**src/rtl/lab_06_serializer.sv**
```systemverilog
// Parallel-to-serial stage feeding the lab 06 sequence detector's `a` input.
// Optional even-parity trailer bit is enabled by defining LAB06_SER_PARITY_EN.
module lab_06_serializer #(
    parameter int WIDTH     = 8,
    parameter bit MSB_FIRST = 1'b1
) (
    input  logic             clk,
    input  logic             reset,
    input  logic [WIDTH-1:0] din,
    input  logic             load_valid,
    output logic             load_ready,
    output logic             a,
    output logic             a_valid,
    output logic             busy,
    output logic             done
);

`ifdef LAB06_SER_PARITY_EN
    localparam int FRAME = WIDTH + 1;
`else
    localparam int FRAME = WIDTH;
`endif
    localparam int CW = $clog2(FRAME + 1);

    // cnt_q counts bits already placed on `a`; reaching FRAME-1 means the next bit is the last.
    localparam logic [CW-1:0] CNT_LAST_M1 = CW'(FRAME - 1);
    localparam logic [CW-1:0] CNT_ONE     = CW'(1);
`ifdef LAB06_SER_PARITY_EN
    localparam logic [CW-1:0] CNT_PARITY  = CW'(WIDTH);
`endif

    typedef enum logic {
        IDLE,
        SHIFT
    } state_t;

    state_t           state_q, state_d;
    logic [WIDTH-1:0] sr_q, sr_d;
    logic [CW-1:0]    cnt_q, cnt_d;
    logic             a_q, a_d;
    logic             a_valid_q, a_valid_d;
    logic             done_q, done_d;
`ifdef LAB06_SER_PARITY_EN
    logic             par_q, par_d;
`endif
    logic             accept;

    always_ff @(posedge clk) begin
        if (reset) begin
            state_q   <= IDLE;
            sr_q      <= '0;
            cnt_q     <= '0;
            a_q       <= 1'b0;
            a_valid_q <= 1'b0;
            done_q    <= 1'b0;
`ifdef LAB06_SER_PARITY_EN
            par_q     <= 1'b0;
`endif
        end else begin
            state_q   <= state_d;
            sr_q      <= sr_d;
            cnt_q     <= cnt_d;
            a_q       <= a_d;
            a_valid_q <= a_valid_d;
            done_q    <= done_d;
`ifdef LAB06_SER_PARITY_EN
            par_q     <= par_d;
`endif
        end
    end

    // done_q marks the last frame bit on `a`, which is exactly the reload window.
    assign load_ready = (state_q == IDLE) || done_q;
    assign accept     = load_valid && load_ready;

    always_comb begin
        state_d = state_q;
        case (state_q)
            IDLE:    if (accept) state_d = SHIFT;
            SHIFT:   if (done_q && !accept) state_d = IDLE;
            default: state_d = IDLE;
        endcase
    end

    always_comb begin
        a_d       = 1'b0;
        a_valid_d = 1'b0;
        done_d    = 1'b0;
        sr_d      = '0;
        cnt_d     = '0;
`ifdef LAB06_SER_PARITY_EN
        par_d     = 1'b0;
`endif
        if (accept) begin
            a_valid_d = 1'b1;
            cnt_d     = CNT_ONE;
            if (MSB_FIRST) begin
                a_d  = din[WIDTH-1];
                sr_d = din << 1;
            end else begin
                a_d  = din[0];
                sr_d = din >> 1;
            end
`ifdef LAB06_SER_PARITY_EN
            par_d = ^din;
`endif
        end else if ((state_q == SHIFT) && !done_q) begin
            a_valid_d = 1'b1;
            cnt_d     = cnt_q + CNT_ONE;
            done_d    = (cnt_q == CNT_LAST_M1);
            if (MSB_FIRST) begin
                a_d  = sr_q[WIDTH-1];
                sr_d = sr_q << 1;
            end else begin
                a_d  = sr_q[0];
                sr_d = sr_q >> 1;
            end
`ifdef LAB06_SER_PARITY_EN
            par_d = par_q;
            if (cnt_q == CNT_PARITY) a_d = par_q;
`endif
        end
    end

    assign a       = a_q;
    assign a_valid = a_valid_q;
    assign done    = done_q;
    assign busy    = (state_q == SHIFT);

endmodule

```
**config.mk**
```make
export PLATFORM = sky130hd
export DESIGN_NAME = lab_06_serializer
export DESIGN_NICKNAME = d
export VERILOG_FILES = /design/src/rtl/lab_06_serializer.sv
export SDC_FILE = /design/constraint.sdc
export NUM_CORES = 1
export LEC_CHECK = 0
export CAP_MARGIN = 25
export CORE_UTILIZATION = 35
export CTS_BUF_LIST = sky130_fd_sc_hd__clkbuf_4 sky130_fd_sc_hd__clkbuf_8
export CTS_CLUSTER_SIZE = 25
export DETAILED_ROUTE_END_ITERATION = 8
export GPL_TIMING_DRIVEN = 0
export PLACE_DENSITY = 0.73
export SLEW_MARGIN = 20
export SYNTH_ARGS = -nofsm -noshare
export SYNTH_HDL_FRONTEND = slang
export SYNTH_SLANG_ARGS = --single-unit
```
**constraint.sdc**
```tcl
create_clock -name clk -period 1.3 [get_ports clk]
set_input_delay 0.195 -clock clk [delete_from_list [all_inputs] [get_ports clk]]
set_output_delay 0.195 -clock clk [all_outputs]
set_load 0.03 [all_outputs]
```
==> results of run 1 <==
==> cells in the final DEF, fill, tap and decap left out, types with 2 or more instances in the layout <==
master	synthesis	layout
sky130_fd_sc_hd__clkdlybuf4s50_1	0	10
sky130_fd_sc_hd__dlygate4sd2_1	0	3
sky130_fd_sc_hd__buf_6	2	3
sky130_fd_sc_hd__a32o_2	3	3
sky130_fd_sc_hd__clkbuf_4	0	4
sky130_fd_sc_hd__a21oi_1	2	2
sky130_fd_sc_hd__inv_1	2	2
sky130_fd_sc_hd__buf_4	0	3
sky130_fd_sc_hd__dfxtp_1	15	13
sky130_fd_sc_hd__a32o_1	4	4
==> worst min path at each step <==
stage	startpoint	end	slack, ns
after CTS	sr_q[4]	sr_q[5]	0.45
final	sr_q[4]	sr_q[5]	0.44
after detailed placement	sr_q[3]	sr_q[4]	0.43
after floorplan	reset	a_valid	0.26
after global routing	sr_q[3]	sr_q[4]	0.46
after global placement	sr_q[4]	sr_q[5]	0.43
==> power by group through the flow <==
| stage | combinational (mW) | sequential, mW | clock [mW] |
|---|---|---|---|
| floorplan | 0.0506 | 0.508 | 0 |
| global placement | 0.119 | 0.498 | 0 |
| detailed placement | 0.121 | 0.498 | 0 |
| CTS | 0.120 | 0.487 | 0.296 |
| global route | 0.136 | 0.490 | 0.317 |
| finish | 0.129 | 0.487 | 0.277 |
==> per-layer routing <==
layer	share of wire	global-route usage
met1	0.43	0.180
met2	0.49	0.227
met5	0	0
met3	0.086	0.0957
met4	0	0.0242
==> registers in the layout (all words and copies together) (netlist names) <==
signal,cells
a,1
a_valid,1
busy,1
cnt_q,4
done,1
sr_q,7
==> metrics by stage <==
stage / std cells / setup slack (ns) / hold slack, ns / cell area, um^2 / setup TNS (ns)
floorplan: 42 / 0.0849 / 0.264 / 543 / 0
global route: 79 / -0.00970 / 0.459 / 769 / -0.0157
finish: 79 / 0.0344 / 0.445 / 769 / 0
detailed placement: 72 / -0.404 / 0.429 / 712 / -2.25
global placement: 72 / -0.380 / 0.426 / 712 / -2.24
CTS: 76 / -0.00905 / 0.448 / 752 / -0.00905
==> worst reg2reg max path, delay by kind of cell (launching register included) <==
kind | cells | cell delay (ns)
DFF | 1 | 0.37
buffers and inverters | 2 | 0.26
AOI/OAI and AO/OA | 1 | 0.24
and+or+nand+nor | 1 | 0.16
==> cell families (layout without fill, tap and decap cells) <==
kind of cell | Yosys count | in the layout | synth area share
buffers and inverters | 4 | 26 | 0.0553
adders and majority gates | 1 | 1 | 0.0230
AOI/OAI and AO/OA | 10 | 10 | 0.173
muxes | 1 | 1 | 0.0207
and+or+nand+nor | 10 | 10 | 0.159
xor gates and xnor gates | 1 | 1 | 0.0161
DFF | 15 | 15 | 0.553
==> synthesized netlist by cell type <==
master,n
sky130_fd_sc_hd__a32o_2,3
sky130_fd_sc_hd__and3_1,1
sky130_fd_sc_hd__a32o_1,4
sky130_fd_sc_hd__nand3_1,1
sky130_fd_sc_hd__a21oi_1,2
sky130_fd_sc_hd__nor3b_4,1
sky130_fd_sc_hd__mux2_2,1
sky130_fd_sc_hd__nor4b_1,1
sky130_fd_sc_hd__buf_6,2
sky130_fd_sc_hd__nor4bb_1,1
sky130_fd_sc_hd__nand2b_1,1
sky130_fd_sc_hd__inv_1,2
sky130_fd_sc_hd__nor2b_2,1
sky130_fd_sc_hd__ha_1,1
sky130_fd_sc_hd__and2_2,1
sky130_fd_sc_hd__a22o_2,1
sky130_fd_sc_hd__xnor2_1,1
sky130_fd_sc_hd__and4b_1,1
sky130_fd_sc_hd__nor3_1,1
sky130_fd_sc_hd__dfxtp_1,15
==> repair_timing <==
action / 4_1_cts / 5_1_grt
hold buffers: 0 / 0
pin swaps: 0 / 0
buffers inserted: 0 / 3
endpoints found under the setup margin: 5 / 3
resized for setup: 17 / 1
==> area by class of cell <==
type / instances / share of cell area
clock buffers: 4 / 0.0390
plain buffers: 2 / 0.0293
inverters: 2 / 0.00976
well taps: 15 / 0.0244
multi-input cells: 23 / 0.286
flip-flops and latches: 15 / 0.397
repair buffers: 18 / 0.215
==> summary by stage, run 1 <==
Finish
In the final layout, the multi-input gates occupy 220 um^2. The antenna diode instance count is 0. Of the cells placed in the final design, the portion with a size suffix greater than 1 is 0.344. The final net count is 77. Registers take 305 um^2.

The area growth from synthesis to final layout is 41.7%. The number of fill cells in the layout is 122. The core utilization of the finished layout is 0.563.

Global routing
Global routing finished with a remaining overflow of 0. The first global-routing pass estimated 1550 um of wire. The number of global-route vias before repair is 349. Entering global routing, the biggest net connects 11 pins. The global router's overall resource usage is 0.149. The initial antenna violation count is 0.

Setup path
Tracing the worst setup path back leads to its startpoint at done. The critical path contains buffers and inverters numbering 2 combined. The critical path class is flip-flop to output pin. The startpoint kind of the worst setup timing path is a flip-flop.

The worst reg2reg path startpoint is done. The nature of the critical path endpoint is an output pin. The largest individual stage delay along the critical path comes from the cell sky130_fd_sc_hd__dfxtp_4. Walking the worst path, the cells encountered are nand2b_4 -> buf_6 -> buf_6. The critical path's top delay family is flip-flops. The largest single stage delay on the critical path is 0.37 ns.

The depth of the most critical reg-to-reg path is 4. For the worst setup path, the data required time is 1.11 ns. The reg-to-reg critical path endpoint is sr_q[7]. In this run the number of cells on the critical path is 3. The critical path's most frequent cell is sky130_fd_sc_hd__buf_6. The endpoint arrival time on the critical path is 1.07 ns. The setup check on the worst reg-to-reg path leaves a slack of 0.16 ns. Of all nets on the critical path, the largest fanout is 7. The most critical setup path has its endpoint at load_ready.

Min path
Counting instances, the worst hold path has a depth of 1. The worst hold-check path type is flip-flop to flip-flop.

Yosys
The number of warnings reported in the yosys synthesis log is 0. The average footprint of a synthesized cell is 12.9 um^2. The net count of the mapped netlist is 54. The synthesized netlist contains 20 unique library cells. After synthesis the cells add up to 543 um^2.

By area the synthesized netlist is led by sky130_fd_sc_hd__dfxtp_1 (55%), sky130_fd_sc_hd__a32o_1 (7.4%), sky130_fd_sc_hd__a32o_2 (6.2%), sky130_fd_sc_hd__buf_6 (4.1%), sky130_fd_sc_hd__nor3b_4 (3.5%). The synthesized design spends more area on one cell type than any other, namely sky130_fd_sc_hd__dfxtp_1. In this run, synthesis produced a sequential element count of 15. The cell count after synthesis is 42.

The part of the Yosys area used for sequential elements is 0.553. The share of synthesized area in the top cell type comes to 0.553.

Timing
The routed design could run at a clock period as short as 1.27 ns. Measured against its own limit, the worst slew margin works out to 0.721. Setup violations remaining at the end of the flow were counted as 0.

Of the available clock period, the critical path in the final layout requires 0.974. Derived from the worst setup path, the maximum achievable clock frequency is 790 MHz. The count of endpoints failing hold in the final timing report was 0.

Setup repair after global routing could not meet its margin everywhere. The number of max-slew violations in the final report was 0. The worst setup skew after layout is 0.00527 ns. For the pin with the worst max-slew slack, the measured transition is 0.419 ns.

Power and ir drop
Power spread over the standard cell area amounts to 1160 nW/um^2. The leakage power summed over all cells is 0.333 nW. The combinational fraction of design power is 0.144. Of the total power, the clock network draws 0.310.

The proportion of total power due to net switching is 0.226. The post-layout total power is 892 uW. Of the total power, registers draw 0.546.

Cell internal power was estimated by the tool at between 600 and 700 uW. The net switching power figure is ~200 uW. VDD sags by at most 0.000892 V.

Floorplan
The floorplan die area is 1710 um^2. Pin placement for this block handled 16 I/O pins. The die width is 41.4 um. The row count is 13. The starting density of the core is 0.397. The area of the core is 1370 um^2. In this run the vertical extent of the chip is 41.4 um.

Route
The number of nets with antenna violations after routing is 0. In the routed design, unresolved DRC markers number 0. The first detailed-routing pass took 4 iterations.

Using the TritonRoute via totals, the vias-per-cell ratio works out to 5.38. The via count is 425. In the final routed layout, each cell accounts on average for 13.2 um.

After detailed routing, the total wire length is 1050 um. The detailed router finished its first iteration with 7 violations.

Placement
The global placement routability congestion is approximately 0.7. Summed over all nets, the half-perimeter wirelength after detailed placement is 695 um. Port buffering added 15 buffers.

Clock tree
Clock-pin slew was measured on the worst setup and hold paths at 0.08 ns. The maximum clock path buffer count is 2. The tree is rooted in a sky130_fd_sc_hd__clkbuf_4. The number of clock buffers added by TritonCTS is 3. The CTS H-tree depth is 1. The later pin in the worst-skew pair is clocked with a latency of around 0.28 ns.

TritonCTS built the clock tree. The number of sinks handled by clock tree synthesis is 15.

Outcome
The run finished with clean final reports.

Job
The number of maximum-capacitance constraint violations is 0.
Note: power is estimated with default switching activity, not from simulation.
==> run 2: changes to the inputs <==
--- a/config.mk
+++ b/config.mk
@@ -7,11 +7,11 @@
 export LEC_CHECK = 0
 export CAP_MARGIN = 25
 export CORE_UTILIZATION = 35
-export CTS_BUF_LIST = sky130_fd_sc_hd__clkbuf_4 sky130_fd_sc_hd__clkbuf_8
+export CTS_BUF_LIST = sky130_fd_sc_hd__clkbuf_4
 export CTS_CLUSTER_SIZE = 25
 export DETAILED_ROUTE_END_ITERATION = 8
 export GPL_TIMING_DRIVEN = 0
-export PLACE_DENSITY = 0.73
+export PLACE_DENSITY = 0.76
 export SLEW_MARGIN = 20
 export SYNTH_ARGS = -nofsm -noshare
 export SYNTH_HDL_FRONTEND = slang
==> constraint.sdc (replaced) <==
create_clock -name clk -period 1.09 [get_ports clk]
set_input_delay 0.1635 -clock clk [delete_from_list [all_inputs] [get_ports clk]]
set_output_delay 0.1635 -clock clk [all_outputs]
set_load 0.03 [all_outputs]
==> summary by stage, run 2 (synthesis gave the netlist of run 1 again) <==
Outcome
The run finished, with violations left. The checks that failed: negative setup slack.

Placement
The post-DP HPWL is 692 um. Timing analysis after detailed placement gives a worst setup slack of -0.417 ns. The total of buffers placed on input and output ports is 15.

In this run the cell area measured after placement is 722 um^2. Including well taps, the total number of placed cells is 72. Routability-driven placement finished with a final weighted congestion of 0.702.

Finish
The largest registers in the layout are sr_q (7), cnt_q (4). In the layout the commonest cells are sky130_fd_sc_hd__dfxtp_1 (13), sky130_fd_sc_hd__clkdlybuf4s50_1 (9), sky130_fd_sc_hd__buf_6 (6). The library cell used most frequently in the layout, excluding fill and tap cells, is sky130_fd_sc_hd__dfxtp_1. The core utilization of the finished layout is 0.624. The final net count is 81. The design area is 852 um^2. The finished layout holds 83 standard cells, fillers aside. The number of flip-flops under the largest register name is 7. The repair_antennas step left the layout with diodes totalling 0.

The register with the highest flop count is sr_q. In the final layout, the share of cells above drive strength 1 is 0.441. The area growth from synthesis to final layout is 56.9%.

Setup path
The critical path class is flip-flop to output pin. STA classifies the critical path endpoint as an output pin. The master of the slowest instance on the critical path is sky130_fd_sc_hd__dlygate4sd2_1. In this run the worst path has a maximum fanout of 3. For the worst setup path, the data arrival time is between 1 and 1.5 ns. The required time of the critical path is between 0.9 and 1 ns. The critical path goes through dlygate4sd2_1. Broken down by cell family, the worst path's largest delay share belongs to buffers and inverters.

The worst setup path is launched from a flip-flop. The maximum single-stage delay on the critical path is 0.39 ns. The number of buffer and inverter instances along the worst setup path is 1.

In this run the number of cells on the critical path is 1. The depth of the most critical reg-to-reg path is 5.

Timing
Adding up every negative setup slack in the final design gives -0.603 ns. The portion of the clock cycle consumed by the worst path in the final layout is 1.09. The timing-limited maximum frequency is 845 MHz. At the pin with the least slew margin, the transition time is 0.445 ns. The number of max-slew violations in the final report is 0. The count of endpoints failing hold in the final timing report is 0. The clock arrives with 0.00170 ns of skew. Setup violations remaining at the end of the flow were counted as 12. Once routing completed, OpenROAD measured the worst setup slack at -0.0935 ns.

Final hold analysis gives a worst-case slack of 0.449 ns. For the finished layout, the period the worst path requires is 1.18 ns. Measured against its own limit, the worst slew margin works out to 0.703. Setup repair after global routing could not meet its margin everywhere.

Route
The routed layout has about 430 vias. For this block, the initial DRC count from the detailed router was 8. The top routing layer in use is met4. The total detailed-routing wirelength is between 1000 and 1500 um.

After detailed routing, the met3 layer carries roughly 45 um of wire. The mean routed wirelength per cell is 15.1 um. After detailed routing, the met2 layer carries 639 um of wire. After detailed routing, the number of remaining DRC violations is 0. In this run the remaining antenna-violating nets after routing total 0.

In the final routing, the length of wire on met1 measures 555 um. For this run, the detailed router's first-pass iteration total came to 4. Using the TritonRoute via totals, the vias-per-cell ratio works out to 5.16.

Clock tree
The root buffer selected by CTS is sky130_fd_sc_hd__clkbuf_4. TritonCTS built the clock tree. CTS built an H-tree with a depth of 1. The maximum clock path buffer count is 2. In this run, post-CTS hold repair placed 0 buffers.

The number of sinks handled by clock tree synthesis is 15. The number of buffers inserted during clock tree synthesis is 3. The clock-pin slew of the registers on the worst-case setup and hold paths is 0.09 ns. The later pin in the worst-skew pair is clocked with a latency of 0.28 ns.

Power and ir drop
The post-layout total power is approximately 1.1 mW. The maximum vdd drop is 0.000701 V. The power density relative to cell area is 1250 nW/um^2. In this run the static leakage power is ~0.37 nW.

Global routing
The initial antenna violation count is 0. The global router's overall resource usage is 0.137. The maximum number of pins on one net before global-route repair is 10. The global-route wire length before repair is 1430 um. The total overflow left after global routing is 0.

The number of global-route vias before repair is 367.

Floorplan
The row count is 13. The die covers between 1500 and 2000 um^2. The die is 41.4 um wide.

The starting density of the core is 0.397. From bottom edge to top edge, the die measures 41.4 um. The area of the core is 1370 um^2. Pin placement for this block handled 16 I/O pins.

Min path
The tightest min-delay check is of the flip-flop to flip-flop type. Along the worst hold path, the cell count comes to 1.

Job
The number of maximum-capacitance constraint violations is 0.
run 2: per-layer routing:
metal / up-vias / GRT usage
li1: 217 / -
met3: 2 / 0.0479
met4: 0 / 0.0968
met2: 13 / 0.211
met5: - / 0
met1: 196 / 0.157
run 2: final timing paths:
check                from  endpoint  slack (ns)
setup reg to reg     done   sr_q[7]       -0.06
hold / removal    sr_q[1]   sr_q[2]        0.45
hold reg to reg   sr_q[1]   sr_q[2]        0.45
setup / recovery     done      done       -0.09
run 2: final cells by class:
| cell class | count | area, um^2 |
|---|---|---|
| Multi-Input combinational cell | 23 | 262 |
| Inverter | 2 | 7.51 |
| Clock buffer | 3 | 22.5 |
| Clock inverter | 1 | 5.00 |
| Timing Repair Buffer | 22 | 206 |
| Buffer | 2 | 22.5 |
| Sequential cell | 15 | 308 |
| Fill cell | 104 | 514 |
| Tap cell | 15 | 18.8 |
run 2: report_power, final:
part	total (mW)	switching (mW)	internal, mW
sequential	0.581	0.0133	0.568
combinational	0.169	0.0717	0.0975
clock	0.311	0.175	0.136
run 2: timing repair:
item	4_1_cts	5_1_grt
endpoints found under the hold margin	0	0
gates cloned	0	0
endpoints found under the setup margin	15	15
buffers inserted	6	1
pin swaps	1	2
resized for setup	24	10
